## config.mk

```make
export PLATFORM = sky130hd
export DESIGN_NAME = coin_intake
export DESIGN_NICKNAME = d
export VERILOG_FILES = /design/src/rtl/coin_intake.sv
export SDC_FILE = /design/constraint.sdc
export NUM_CORES = 1
export LEC_CHECK = 0
export ABC_AREA = 1
export CAP_MARGIN = 20
export CORE_ASPECT_RATIO = 1.5
export CORE_MARGIN = 2
export CORE_UTILIZATION = 32
export CTS_BUF_LIST = sky130_fd_sc_hd__clkbuf_4
export DETAILED_ROUTE_END_ITERATION = 10
export PLACE_DENSITY = 0.5
export SLEW_MARGIN = 20
export SYNTH_ARGS = -nofsm -noshare
export SYNTH_HDL_FRONTEND = slang
export SYNTH_SLANG_ARGS = --single-unit
```

## constraint.sdc

```tcl
create_clock -name CLK50M -period 1.7 [get_ports CLK50M]
set_clock_uncertainty 0.2 [all_clocks]
set_input_delay 0.34 -clock CLK50M [delete_from_list [all_inputs] [get_ports CLK50M]]
set_output_delay 0.34 -clock CLK50M [all_outputs]
set_load 0.02 [all_outputs]
```

## src/rtl/coin_intake.sv

```systemverilog
// coin_intake: synchronises and debounces the four raw coin switches and
// emits one strobe plus an encoded coin value for each physical insertion.
// A multi-hot pattern that settles raises a one-cycle error pulse instead.
// A running tally of accepted coins saturates at all-ones.
module coin_intake #(
    parameter int DEBOUNCE_CYCLES = 500000,
    parameter int CNT_W           = 19,
    parameter int COUNT_W         = 8
) (
    input  logic               CLK50M,
    input  logic               reset,
    input  logic [3:0]         sw,
    output logic               coin_strobe,
    output logic [1:0]         coin_code,
    output logic               coin_err,
    output logic               busy,
    output logic [COUNT_W-1:0] coin_count
);

    typedef enum logic [1:0] {
        IDLE,
        SETTLE,
        EVAL,
        HOLD
    } state_t;

    localparam logic [CNT_W-1:0] CNT_LAST = CNT_W'(DEBOUNCE_CYCLES - 1);

    state_t             state;
    state_t             state_next;
    logic [3:0]         s1;
    logic [3:0]         s2;
    logic [3:0]         pat;
    logic [3:0]         pat_next;
    logic [CNT_W-1:0]   cnt;
    logic [CNT_W-1:0]   cnt_next;
    logic               pat_one_hot;
    logic [1:0]         pat_code;
    logic               strobe_next;
    logic               err_next;
    logic [1:0]         code_next;
    logic [COUNT_W-1:0] count_next;

    // Two-flop synchroniser per switch bit; only s2 is used downstream.
    always_ff @(posedge CLK50M or posedge reset) begin
        if (reset) begin
            s1 <= '0;
            s2 <= '0;
        end else begin
            s1 <= sw;
            s2 <= s1;
        end
    end

    // State, debounce counter and latched pattern; reset enters HOLD so a
    // switch held through reset release is never taken as a coin.
    always_ff @(posedge CLK50M or posedge reset) begin
        if (reset) begin
            state <= HOLD;
            cnt   <= '0;
            pat   <= '0;
        end else begin
            state <= state_next;
            cnt   <= cnt_next;
            pat   <= pat_next;
        end
    end

    // Next-state logic: any change while settling restarts the window.
    always_comb begin
        state_next = state;
        cnt_next   = cnt;
        pat_next   = pat;
        unique case (state)
            IDLE: begin
                if (s2 != 4'd0) begin
                    pat_next   = s2;
                    cnt_next   = '0;
                    state_next = SETTLE;
                end
            end
            SETTLE: begin
                if (s2 == 4'd0) begin
                    state_next = IDLE;
                end else if (s2 != pat) begin
                    pat_next = s2;
                    cnt_next = '0;
                end else if (cnt == CNT_LAST) begin
                    state_next = EVAL;
                end else begin
                    cnt_next = cnt + 1'b1;
                end
            end
            EVAL: begin
                cnt_next   = '0;
                state_next = HOLD;
            end
            HOLD: begin
                if (s2 != 4'd0) begin
                    cnt_next = '0;
                end else if (cnt == CNT_LAST) begin
                    state_next = IDLE;
                end else begin
                    cnt_next = cnt + 1'b1;
                end
            end
            default: begin
                state_next = HOLD;
                cnt_next   = '0;
            end
        endcase
    end

    // Qualify the latched pattern and encode its single set bit.
    always_comb begin
        pat_one_hot = (pat != 4'd0) && ((pat & (pat - 4'd1)) == 4'd0);
        pat_code    = 2'd0;
        unique case (pat)
            4'b0010: pat_code = 2'd1;
            4'b0100: pat_code = 2'd2;
            4'b1000: pat_code = 2'd3;
            default: pat_code = 2'd0;
        endcase
    end

    // Output decode: strobe or error only while evaluating; the code and
    // tally change only on an accepted coin, the tally sticking at all-ones.
    always_comb begin
        strobe_next = 1'b0;
        err_next    = 1'b0;
        code_next   = coin_code;
        count_next  = coin_count;
        if (state == EVAL) begin
            if (pat_one_hot) begin
                strobe_next = 1'b1;
                code_next   = pat_code;
                if (coin_count != {COUNT_W{1'b1}}) begin
                    count_next = coin_count + 1'b1;
                end
            end else begin
                err_next = 1'b1;
            end
        end
    end

    // Register the outputs so downstream logic sees clean single-cycle pulses.
    always_ff @(posedge CLK50M or posedge reset) begin
        if (reset) begin
            coin_strobe <= 1'b0;
            coin_err    <= 1'b0;
            coin_code   <= 2'd0;
            coin_count  <= '0;
        end else begin
            coin_strobe <= strobe_next;
            coin_err    <= err_next;
            coin_code   <= code_next;
            coin_count  <= count_next;
        end
    end

    assign busy = (state != IDLE);

endmodule
```

# Yosys cells after proc, flatten, opt, wreduce, memory -nomap -nowiden
# Cells that the tools add are included.
classes:
  reduce_logical: 13
  n_shift: 0
  n_eq_ne: 16
  multipliers: 0
  addsub: 3
  n_bitwise: 1
  order_cmp: 0
  muxes: 22
  div: 0
op_table:
  columns: ["cell", "count"]
  rows:
  - ["$mux 19", 5]
  - ["$pmux 19 s4", 1]
  - ["$add 19x1->19 const B", 1]
  - ["$eq 19x19->1 const B", 1]
  - ["$mux 2", 6]
  - ["$mux 4", 3]
  - ["$ne 2x2->1 const B", 5]
  - ["$add 8x1->8 const B", 1]
  - ["$logic_not 4->1", 2]
  - ["$ne 8x8->1 const B", 1]
  - ["$pmux 2 s4", 1]
  - ["$pmux 4 s2", 1]
  - ["$reduce_bool 4->1", 2]
  - ["$ne 3x3->1 const B", 2]
  - ["$pmux 2 s3", 1]
  - ["$reduce_and 5->1", 1]
  - ["$and 4x4->4", 1]
  - ["$eq 2x2->1 const B", 2]
  - ["$eq 4x2->1 const B", 1]
  - ["$eq 4x3->1 const B", 1]
  - ["$eq 4x4->1 const B", 1]
  - ["$mux 1", 4]
  - ["$ne 4x4->1", 1]
  - ["$reduce_and 2->1", 2]
  - ["7 further kinds", 8]
word_totals:
  register_bits: 45
  latchBits: 0
  ram_bits: 0
  word_cells: 64
  inputBits: 6
  memories: 0
  mem_bits_ro: 0

# Depth between registers and ports, before layout
# Gate-level depths: netlist (run 1).
logic_depth:
  depth_word: 6
  mapped_depth: 11
  depth_no_buf: 11

# Worst setup path before layout (run 1)
# OpenSTA, ideal clock, no wires.
synth_timing:
  path_type: "reg2reg"
  start: "reg coin_count[0]"
  end: "reg coin_count[6]"
  period_less_slack_ns: 1.669
  required_ns: 1.379
  arrival_ns: 1.349
  path_buffers: 0
  path_slack_ns: 0.031
  path_stages_with_launch: 9
  path_cell_list: "dfrtp_1 ha_1 nand4_2 nor2_1 nand2_1 nand2_4 nor2_2 nand2_1 nand2_1"
synth_between:
  elab_chain_len: 2
synth_rtl:
  columns: ["item", "line", "text"]
  rows:
  - ["start: declaration", "17", "output logic [COUNT_W-1:0] coin_count"]
  - ["start signal: assignment", "157", "coin_count <= count_next;"]
  - ["branches (longest 2 deep; another with $add 8x1->8)", null, null]
# Several ways; the timed one is not identified.
# A chain may end at the register's enable or synchronous reset.

# Worst setup path in the final report (run 1)
layout_timing:
  start: "reg state[0]"
  end: "out busy"
layout_between:
  elab_chain_len: 1
layout_rtl:
  columns: ["item", "line", "text"]
  rows:
  - ["start: declaration", "29", "state_t state;"]
  - ["start signal: assignment", "63", "state <= state_next;"]
  - ["$reduce_bool 2->1", "161", "assign busy = (state != IDLE);"]
  - ["end: declaration", "16", "output logic busy,"]
# Every way passes these cells.

==> flow_summary.ini, run 1 <==
[outcome]
status = completed

[global_routing]
grt_max_degree = 28
grt_met2_usage_pct = 27.3
antenna_violations_before_repair = 0
use_met3_pct = 2.99
grt_pass1_wl_mm = 9.96
use_met1_pct = 17.6
globalRouteOverflowTotal = 0
grt.busiest_layer = met2
grt_pass1_vias = 2161
grt_usage_pct = 15.2

[drt]
first_pass_iters = 7
wl_per_cell_um = 12.3
drc = 0
antenna_violating_nets_left = 0
wirelength_mm = 5.85
num_vias = 2194
drt_iter0_markers = 105
avgViaCountPerCell = 4.62

[clock_network]
numCtsBuffers = 5
max-clock-path-buffers = 2
cts.sink_count = 45
worst_skew_pair.late_latency_ns = 0.37
clock_tree_root_driver_cell = clkbuf_4
path_clk_slew_ns = 0.15
htree_levels = 2
tritoncts = built

[sta]
slew-limit-headroom_pct = 80.6
period_share_pct = 100
unrepaired_setup_endpoints_after_global_routing = true
final_hold_viol_count = 0
max_slew.worst_pin.slew_ns = 0.290
finalSetupTns_ns = 0
report.final.setup_viol = 0
final_critical_path_setup_slack_ns = 0.000813
min_period_ns = 1.70
clock.fmax_ghz = 0.589
drv_slew = 0

[worst_setup_path]
worstSetupStartpointType = register
crit-reg2reg-launch = state[0]
critical_path_class = reg2out
worstSetupEndpointType = primary output
cp_max_fo = 2
critical_path.top_delay_family = flip-flops
critical-path-max-stage-delay_ns = 0.57
worstPathArrival_ns = 1.16
crit_required_ns = 1.16
path_cells = inv_2 > nand2_2 > buf_6
worst_path_max_delay_cell = dfstp_2
cp-startpoint = state[0]
crit_buf_inv = 2

[floorplanning]
initial_standard_cell_utilization_of_the_core_pct = 32.8
core_area_um2 = 7560
ios = 19
rows = 39
floorplan.die.height_um = 112
floorplan.die.width_um = 75.9
fp.dieArea_um2 = 8490

[place]
place_congestion = 0.854
place_ws_ns = -0.0743
placed_cells = 458
half_perimeter_wire_length_after_detailed_placement_mm = 4.35
numPortBuffers = 18

[power_and_ir_drop]
pwr_density_cell_nw_per_um2 = 862
power.ir.vdd_worst_mv = 0.486
p_leak_nw = 1.49
total_power_mw = 2.89

[yosys]
yosysWarningCount = 0
post-synth-top-area-fraction_pct = 43.4
yosysSeqAreaShare_pct = 45.5
yosysUniqueCellTypes = 30
yosys.area.top_type = dfrtp_1
postSynthCellCount = 317
synth_top_cells_by_area = dfrtp_1 43%, nand2_1 14%, inv_1 5.4%, nand3_1 4.4%, nor2_1 4.4%
synth_seq_cells = 45
synth.net_count = 325
syn-mean-instance-area_um2 = 7.83
syn_area_um2 = 2480

[finish]
diodes = 0
final_util_pct = 44.4
instances_no_fill = 475
filler_cell_count = 771
regArea_um2 = 1130
syn2layout_area_growth_pct = 35.2
multi_input_area_um2 = 1370
nNetsFinal = 380
share_of_final_layout_standard_cells_stronger_than_drive_strength_1_pct = 34.0

[run]
number_of_violations_of_the_max_capacitance_limit = 0

[hold_path]
classification_of_the_worst_slack_hold_path = reg2reg
hold_start = s1[3]
==> area by class of cell <==
type / count / area share, %
Sequential cell: 45 / 33.7
Timing Repair Buffer: 53 / 14.1
Clock buffer: 5 / 1.12
Inverter: 43 / 5.03
Tap cell: 102 / 3.80
Clock inverter: 3 / 1.42
Multi-Input combinational cell: 224 / 40.8
==> layout by cell type (no fill, tap or decap), types with 10 or more instances in the layout <==
| cell type | instances |
|---|---|
| dfrtp_1 | 41 |
| buf_4 | 27 |
| nand2_1 | 79 |
| inv_1 | 31 |
| inv_2 | 11 |
| nand3_1 | 15 |
| nor2_1 | 16 |
| xor2_1 | 11 |
| nand4_1 | 11 |
| o21ai_0 | 10 |
| nand2_2 | 14 |
==> cell usage after synthesis, drive strengths merged <==
cell,instances
nand3,24
nand3b,1
clkbuf,1
a21oi,3
or2,1
o21ai,21
nand4,12
nand2,98
o22ai,4
nor2,33
ha,2
xnor2,2
inv,42
nor3,8
clkinv,1
o21a,1
buf,4
dfstp,2
xor2,12
a31oi,2
dfrtp,43
==> state kept, by name, indices dropped and copies added, names as in the netlist, named ones only <==
name,flops
coin_strobe,1
state,1
coin_code,2
s2,4
pat,4
coin_count,8
s1,4
coin_err,1
cnt,19
==> final timing paths <==
path | end | cells past startpoint | slack, ns
max reg2reg | cnt[13] | 8 | 0.04
min in group asynchronous | s1[1] | 3 | 0.55
max in group asynchronous | cnt[4] | 4 | 0.29
max | busy | 3 | 0.0008
min | s2[3] | 0 | 0.17
min reg2reg | s2[3] | 0 | 0.17
==> report_power, final <==
part,internal (mW),switching (mW),total [mW]
Sequential,1.17,0.102,1.27
Combinational,0.369,0.539,0.908
Clock,0.321,0.392,0.712
Total,1.86,1.03,2.89
==> stage by stage <==
stage,area (um2),hold WS (ns)
finish,3360,0.168
global route,3360,0.146
CTS,3100,0.171
detailed placement,2980,0.136
global placement,2980,0.136
floorplan,2480,0.131
==> cell families (layout without fill, tap and decap cells) <==
| family | count (synthesis) | in the layout | synth area share, % |
|---|---|---|---|
| buf+inv | 48 | 104 | 7.97 |
| fa+ha+maj | 2 | 2 | 1.01 |
| xor+xnor | 14 | 14 | 4.94 |
| compound gates | 31 | 31 | 8.57 |
| simple gates | 177 | 177 | 32.0 |
| flops | 45 | 45 | 45.5 |
==> metal layers <==
metal  up-vias  wire [um]
li1       1124          -
met1      1039       2340
met2        22       3300
met3         9        107
met4         0        102
met5         -          0
==> timing repair <==
| item | CTS | global route |
|---|---|---|
| endpoints found under the hold margin | 7 | 0 |
| pin swaps | 2 | 26 |
| buffers inserted | 1 | 7 |
| endpoints found under the setup margin | 32 | 44 |
| resized for setup | 30 | 72 |
| hold buffers | 1 | 0 |
Note: power is estimated with default switching activity, not from simulation.
==> run 2, diff against run 1 <==
==> constraint.sdc (replaced) <==
create_clock -name CLK50M -period 1.7 [get_ports CLK50M]
set_clock_uncertainty 0.2 [all_clocks]
set_input_delay 0.51 -clock CLK50M [delete_from_list [all_inputs] [get_ports CLK50M]]
set_output_delay 0.51 -clock CLK50M [all_outputs]
set_load 0.02 [all_outputs]
==> flow_summary.ini, run 2 (synthesized netlist as in run 1, its figures left out) <==
[worst_setup_path]
critical-path-max-stage-delay_ns = 0.57
worstPathArrival_ns = 1.17
worstSetupStartpointType = register
cp_max_fo = 2
path_cells = inv_2 > nand2_2 > buf_6
worst_path_max_delay_cell = dfstp_2
crit_required_ns = 0.99
worstSetupEndpointType = primary output
crit-reg2reg-launch = state[0]
critical_path_class = reg2out
cp-startpoint = state[0]

[drt]
wl_per_cell_um = 12.6
drt_iter0_markers = 95
antenna_violating_nets_left = 0
first_pass_iters = 4
wirelength_mm = 6.21
avgViaCountPerCell = 4.67
num_vias = 2301
drc = 0

[finish]
mostFrequentLayoutCells = 74 x nand2_1, 43 x buf_4, 40 x dfrtp_1
regArea_um2 = 1130
top_register = cnt
instances_no_fill = 493
reg_top3 = cnt x19, coin_count x8
syn2layout_area_growth_pct = 45.4
final_common_cell = nand2_1
total_non_filler_cell_area_in_the_finished_layout_um2 = 3610
multi_input_area_um2 = 1470
share_of_final_layout_standard_cells_stronger_than_drive_strength_1_pct = 42.1
final_util_pct = 47.7
largest_reg_flops = 19
nNetsFinal = 397
filler_cell_count = 753

[clock_network]
cts.sink_count = 45
clock_tree_root_driver_cell = clkbuf_4
max-clock-path-buffers = 2
tritoncts = built
worst_skew_pair.late_latency_ns = 0.39
path_clk_slew_ns = 0.16
number_of_hold_buffers_added_after_cts = 0
htree_levels = 2
numCtsBuffers = 5

[sta]
clock.fmax_ghz = 0.531
report.final.setup_viol = 22
unrepaired_setup_endpoints_after_global_routing = true
final_critical_path_setup_slack_ns = -0.183
min_period_ns = 1.88
period_share_pct = 111
max_slew.worst_pin.slew_ns = 0.412
slew-limit-headroom_pct = 72.3
final_hold_viol_count = 0
drv_slew = 0

[floorplanning]
ios = 19
initial_standard_cell_utilization_of_the_core_pct = 32.8
floorplan.die.height_um = 112
core_area_um2 = 7560
rows = 39
fp.dieArea_um2 = 8490
floorplan.die.width_um = 75.9

[place]
half_perimeter_wire_length_after_detailed_placement_mm = 4.42
placedInstanceArea_um2 = 3030
place_ws_ns = -0.240
placed_cells = 463
numPortBuffers = 18
place_congestion = 0.811

[global_routing]
grt_usage_pct = 16.1
globalRouteOverflowTotal = 0
antenna_violations_before_repair = 1
grt_pass1_wl_mm = 10.6
grt_max_degree = 19
grt_pass1_vias = 2277

[power_and_ir_drop]
power.ir.vdd_worst_mv = 0.409
p_leak_nw = 1.66
pwr_density_cell_nw_per_um2 = 825

[run]
number_of_violations_of_the_max_capacitance_limit = 0

[outcome]
status = finished, violations left
failed_checks = setup timing

[hold_path]
classification_of_the_worst_slack_hold_path = reg2reg
hold_start = s1[2]
## run 2: area by class of cell
cell class	instances	share of cell area, %
multi-input combinational	225	40.8
clock buffer	5	1.04
antenna	1	0.0694
clock inverter	3	0.590
sequential	45	31.4
tap	102	3.54
timing repair buffer	69	17.5
inverter	43	5.06
## run 2: critical path, delay by kind of cell, from the launching register on
kind          cells  cell delay, ns
buf+inv           2            0.15
flops             1            0.57
simple gates      1            0.06
## run 2: metal layers
metal	global-route usage (%)	routed length [um]
met1	19.4	2510
met2	27.5	3420
met3	3.08	149
met4	6.20	129
met5	0	0
## run 2: stage by stage
| step | power [mW] | hold slack (ns) | TNS, ns |
|---|---|---|---|
| finish | 2.98 | 0.165 | -1.24 |
| floorplan | 1.74 | 0.131 | 0 |
| global route | 3.17 | 0.179 | -3.44 |
| detailed placement | 2.00 | 0.136 | -0.884 |
| CTS | 2.73 | 0.159 | -1.70 |
| global placement | 1.99 | 0.133 | -0.287 |
## run 2: final timing paths
path | to | slack (ns) | cells after the start
worst max register to register | cnt[6] | -0.09 | 9
max in group asynchronous | cnt[4] | 0.65 | 3
worst min-delay path | s2[2] | 0.17 | 0
worst max-delay path | busy | -0.18 | 3
worst min register to register | s2[2] | 0.17 | 0
min in group asynchronous | s1[1] | 0.22 | 2
## run 2: repair_timing
item,4_1_cts,5_1_grt
gates resized for setup,100,74
endpoints found under the hold margin,0,0
endpoints found under the setup margin,37,43
gates cloned,1,0
buffers inserted,11,10
pin swaps,18,23
## run 2: where the power goes
part,internal [mW],total (mW),switching (mW),leakage [nW]
logic,0.501,1.13,0.628,1.03
registers,1.17,1.28,0.110,0.591
clock network,0.165,0.564,0.399,0.0332
==> run 3, diff against run 2 <==
CORE_MARGIN = 3   (was 2)
==> flow_summary.ini, run 3 (synthesized netlist as in run 1, its figures left out) <==
[outcome]
status = finished, violations left
failed_checks = setup timing

[drt]
drt_iter0_markers = 122
num_vias = 2234
first_pass_iters = 4
wirelength_mm = 6.08
antenna_violating_nets_left = 0
avgViaCountPerCell = 4.59
drc = 0
wl_per_cell_um = 12.5

[finish]
mostFrequentLayoutCells = 76 x nand2_1, 40 x buf_4, 39 x dfrtp_1
reg_top3 = cnt x19, coin_count x8
multi_input_area_um2 = 1460
instances_no_fill = 487
share_of_final_layout_standard_cells_stronger_than_drive_strength_1_pct = 40.9
total_non_filler_cell_area_in_the_finished_layout_um2 = 3550
top_register = cnt
nNetsFinal = 393
filler_cell_count = 724
regArea_um2 = 1130
largest_reg_flops = 19
syn2layout_area_growth_pct = 43.2
final_util_pct = 48.2
final_common_cell = nand2_1

[hold_path]
whs_endpoint = s2[3]
hold_start = s1[3]
classification_of_the_worst_slack_hold_path = reg2reg
worst_hold_path.num_cells = 0

[floorplanning]
core_area_um2 = 7370
ios = 19
floorplan.die.width_um = 77.9
fp.dieArea_um2 = 8870
initial_standard_cell_utilization_of_the_core_pct = 33.7
floorplan.die.height_um = 114
rows = 38

[worst_setup_path]
worstSetupStartpointType = register
crit_required_ns = 0.99
setup.reg_to_reg.worst_slack_ns = -0.02
worstPathArrival_ns = 1.18
cells_on_worst_reg2reg_path = 9
crit-reg2reg-launch = cnt[0]
critical_path_class = reg2out
worstSetupEndpointType = primary output
cp_max_fo = 2
r2r_end = cnt[18]

[power_and_ir_drop]
power.share.sequential_pct = 42.8
fraction_of_power_consumed_by_the_clock_network_pct = 23.9
total_power_mw = 2.98
p_sw_mw = 1.06
p_leak_nw = 1.61
power.share.switching_pct = 35.4
pwr_density_cell_nw_per_um2 = 840
power.ir.vdd_worst_mv = 0.405
p_comb_share_pct = 33.3
power_report.internal_total_mw = 1.93

[place]
placed_cells = 462
numPortBuffers = 18
place_ws_ns = -0.258
placedInstanceArea_um2 = 3010
place_congestion = 0.826
half_perimeter_wire_length_after_detailed_placement_mm = 4.34

[global_routing]
grt_pass1_vias = 2257
grt_usage_pct = 14.7
globalRouteOverflowTotal = 0
grt_max_degree = 35
grt_pass1_wl_mm = 10.2
antenna_violations_before_repair = 1

[sta]
final_critical_path_setup_slack_ns = -0.187
final_hold_viol_count = 0
report.final.setup_viol = 4
unrepaired_setup_endpoints_after_global_routing = true
slew-limit-headroom_pct = 76.4
max_slew.worst_pin.slew_ns = 0.352
period_share_pct = 111
drv_slew = 0
min_period_ns = 1.89
finalSetupTns_ns = -0.221
hold_ws_ns = 0.157
clock.fmax_ghz = 0.530

[clock_network]
tritoncts = built
clock_tree_root_driver_cell = clkbuf_4
worst_skew_pair.late_latency_ns = 0.38
max-clock-path-buffers = 2
cts.sink_count = 45
htree_levels = 2
path_clk_slew_ns = 0.15
numCtsBuffers = 5
number_of_hold_buffers_added_after_cts = 0

[run]
number_of_violations_of_the_max_capacitance_limit = 0
## run 3: cell types whose count changed in the layout (fill, tap and decap cells not counted), moves of 2 or more
cell	delta
buf_2	+3
nor2_1	-4
clkinv_4	-2
nand2_1	+2
o21ai_1	+3
buf_6	-3
o21ai_2	-2
buf_4	-3
nand2_4	-3
nor2_4	+4
## run 3: critical path: stages (launching register included)
cell and delay [ns]:
dfstp_2 0.57, inv_2 0.04, nand2_2 0.07, buf_6 0.12
## run 3: area by class of cell
cell class | count | share of cell area, %
multi-input combinational | 225 | 41.0
clock buffer | 5 | 1.06
sequential | 45 | 31.9
clock inverter | 3 | 1.34
tap | 100 | 3.52
timing repair buffer | 65 | 16.1
inverter | 43 | 5.07
antenna | 1 | 0.0704
## run 3: per-layer routing
layer | routed length [um] | share of wire [%] | GRT usage, % | vias up
li1 | - | - | - | 1149
met1 | 2400 | 40 | 15.3 | 1063
met2 | 3460 | 57 | 27.6 | 15
met3 | 100 | 1.6 | 3.00 | 7
met4 | 117 | 1.9 | 7.12 | 0
met5 | 0 | 0 | 0 | -
## run 3: worst max-delay path by stage
stage                        from       endpoint  cells after the start  slack [ns]
detailed placement       state[0]           busy                      3       -0.26
floorplan           coin_count[0]  coin_count[6]                      8        0.03
CTS                      state[0]           busy                      3       -0.20
global route             state[0]           busy                      3       -0.27
global placement         state[0]           busy                      3       -0.22
finish                   state[0]           busy                      3       -0.19
## run 3: power by group through the flow
stage,Sequential (mW),Combinational [mW],Clock [mW]
final,1.28,0.993,0.712
after global routing,1.30,1.10,0.785
after CTS,1.26,0.841,0.749
after detailed placement,1.28,0.682,0
after global placement,1.28,0.682,0
after floorplan,1.28,0.462,0
## run 3: what timing repair did
item / in CTS / in global routing
buffers inserted: 10 / 6
gates resized for setup: 90 / 76
hold endpoints to repair: 0 / 0
pin swaps: 13 / 28
gates cloned: 1 / 0
setup endpoints to repair: 36 / 41
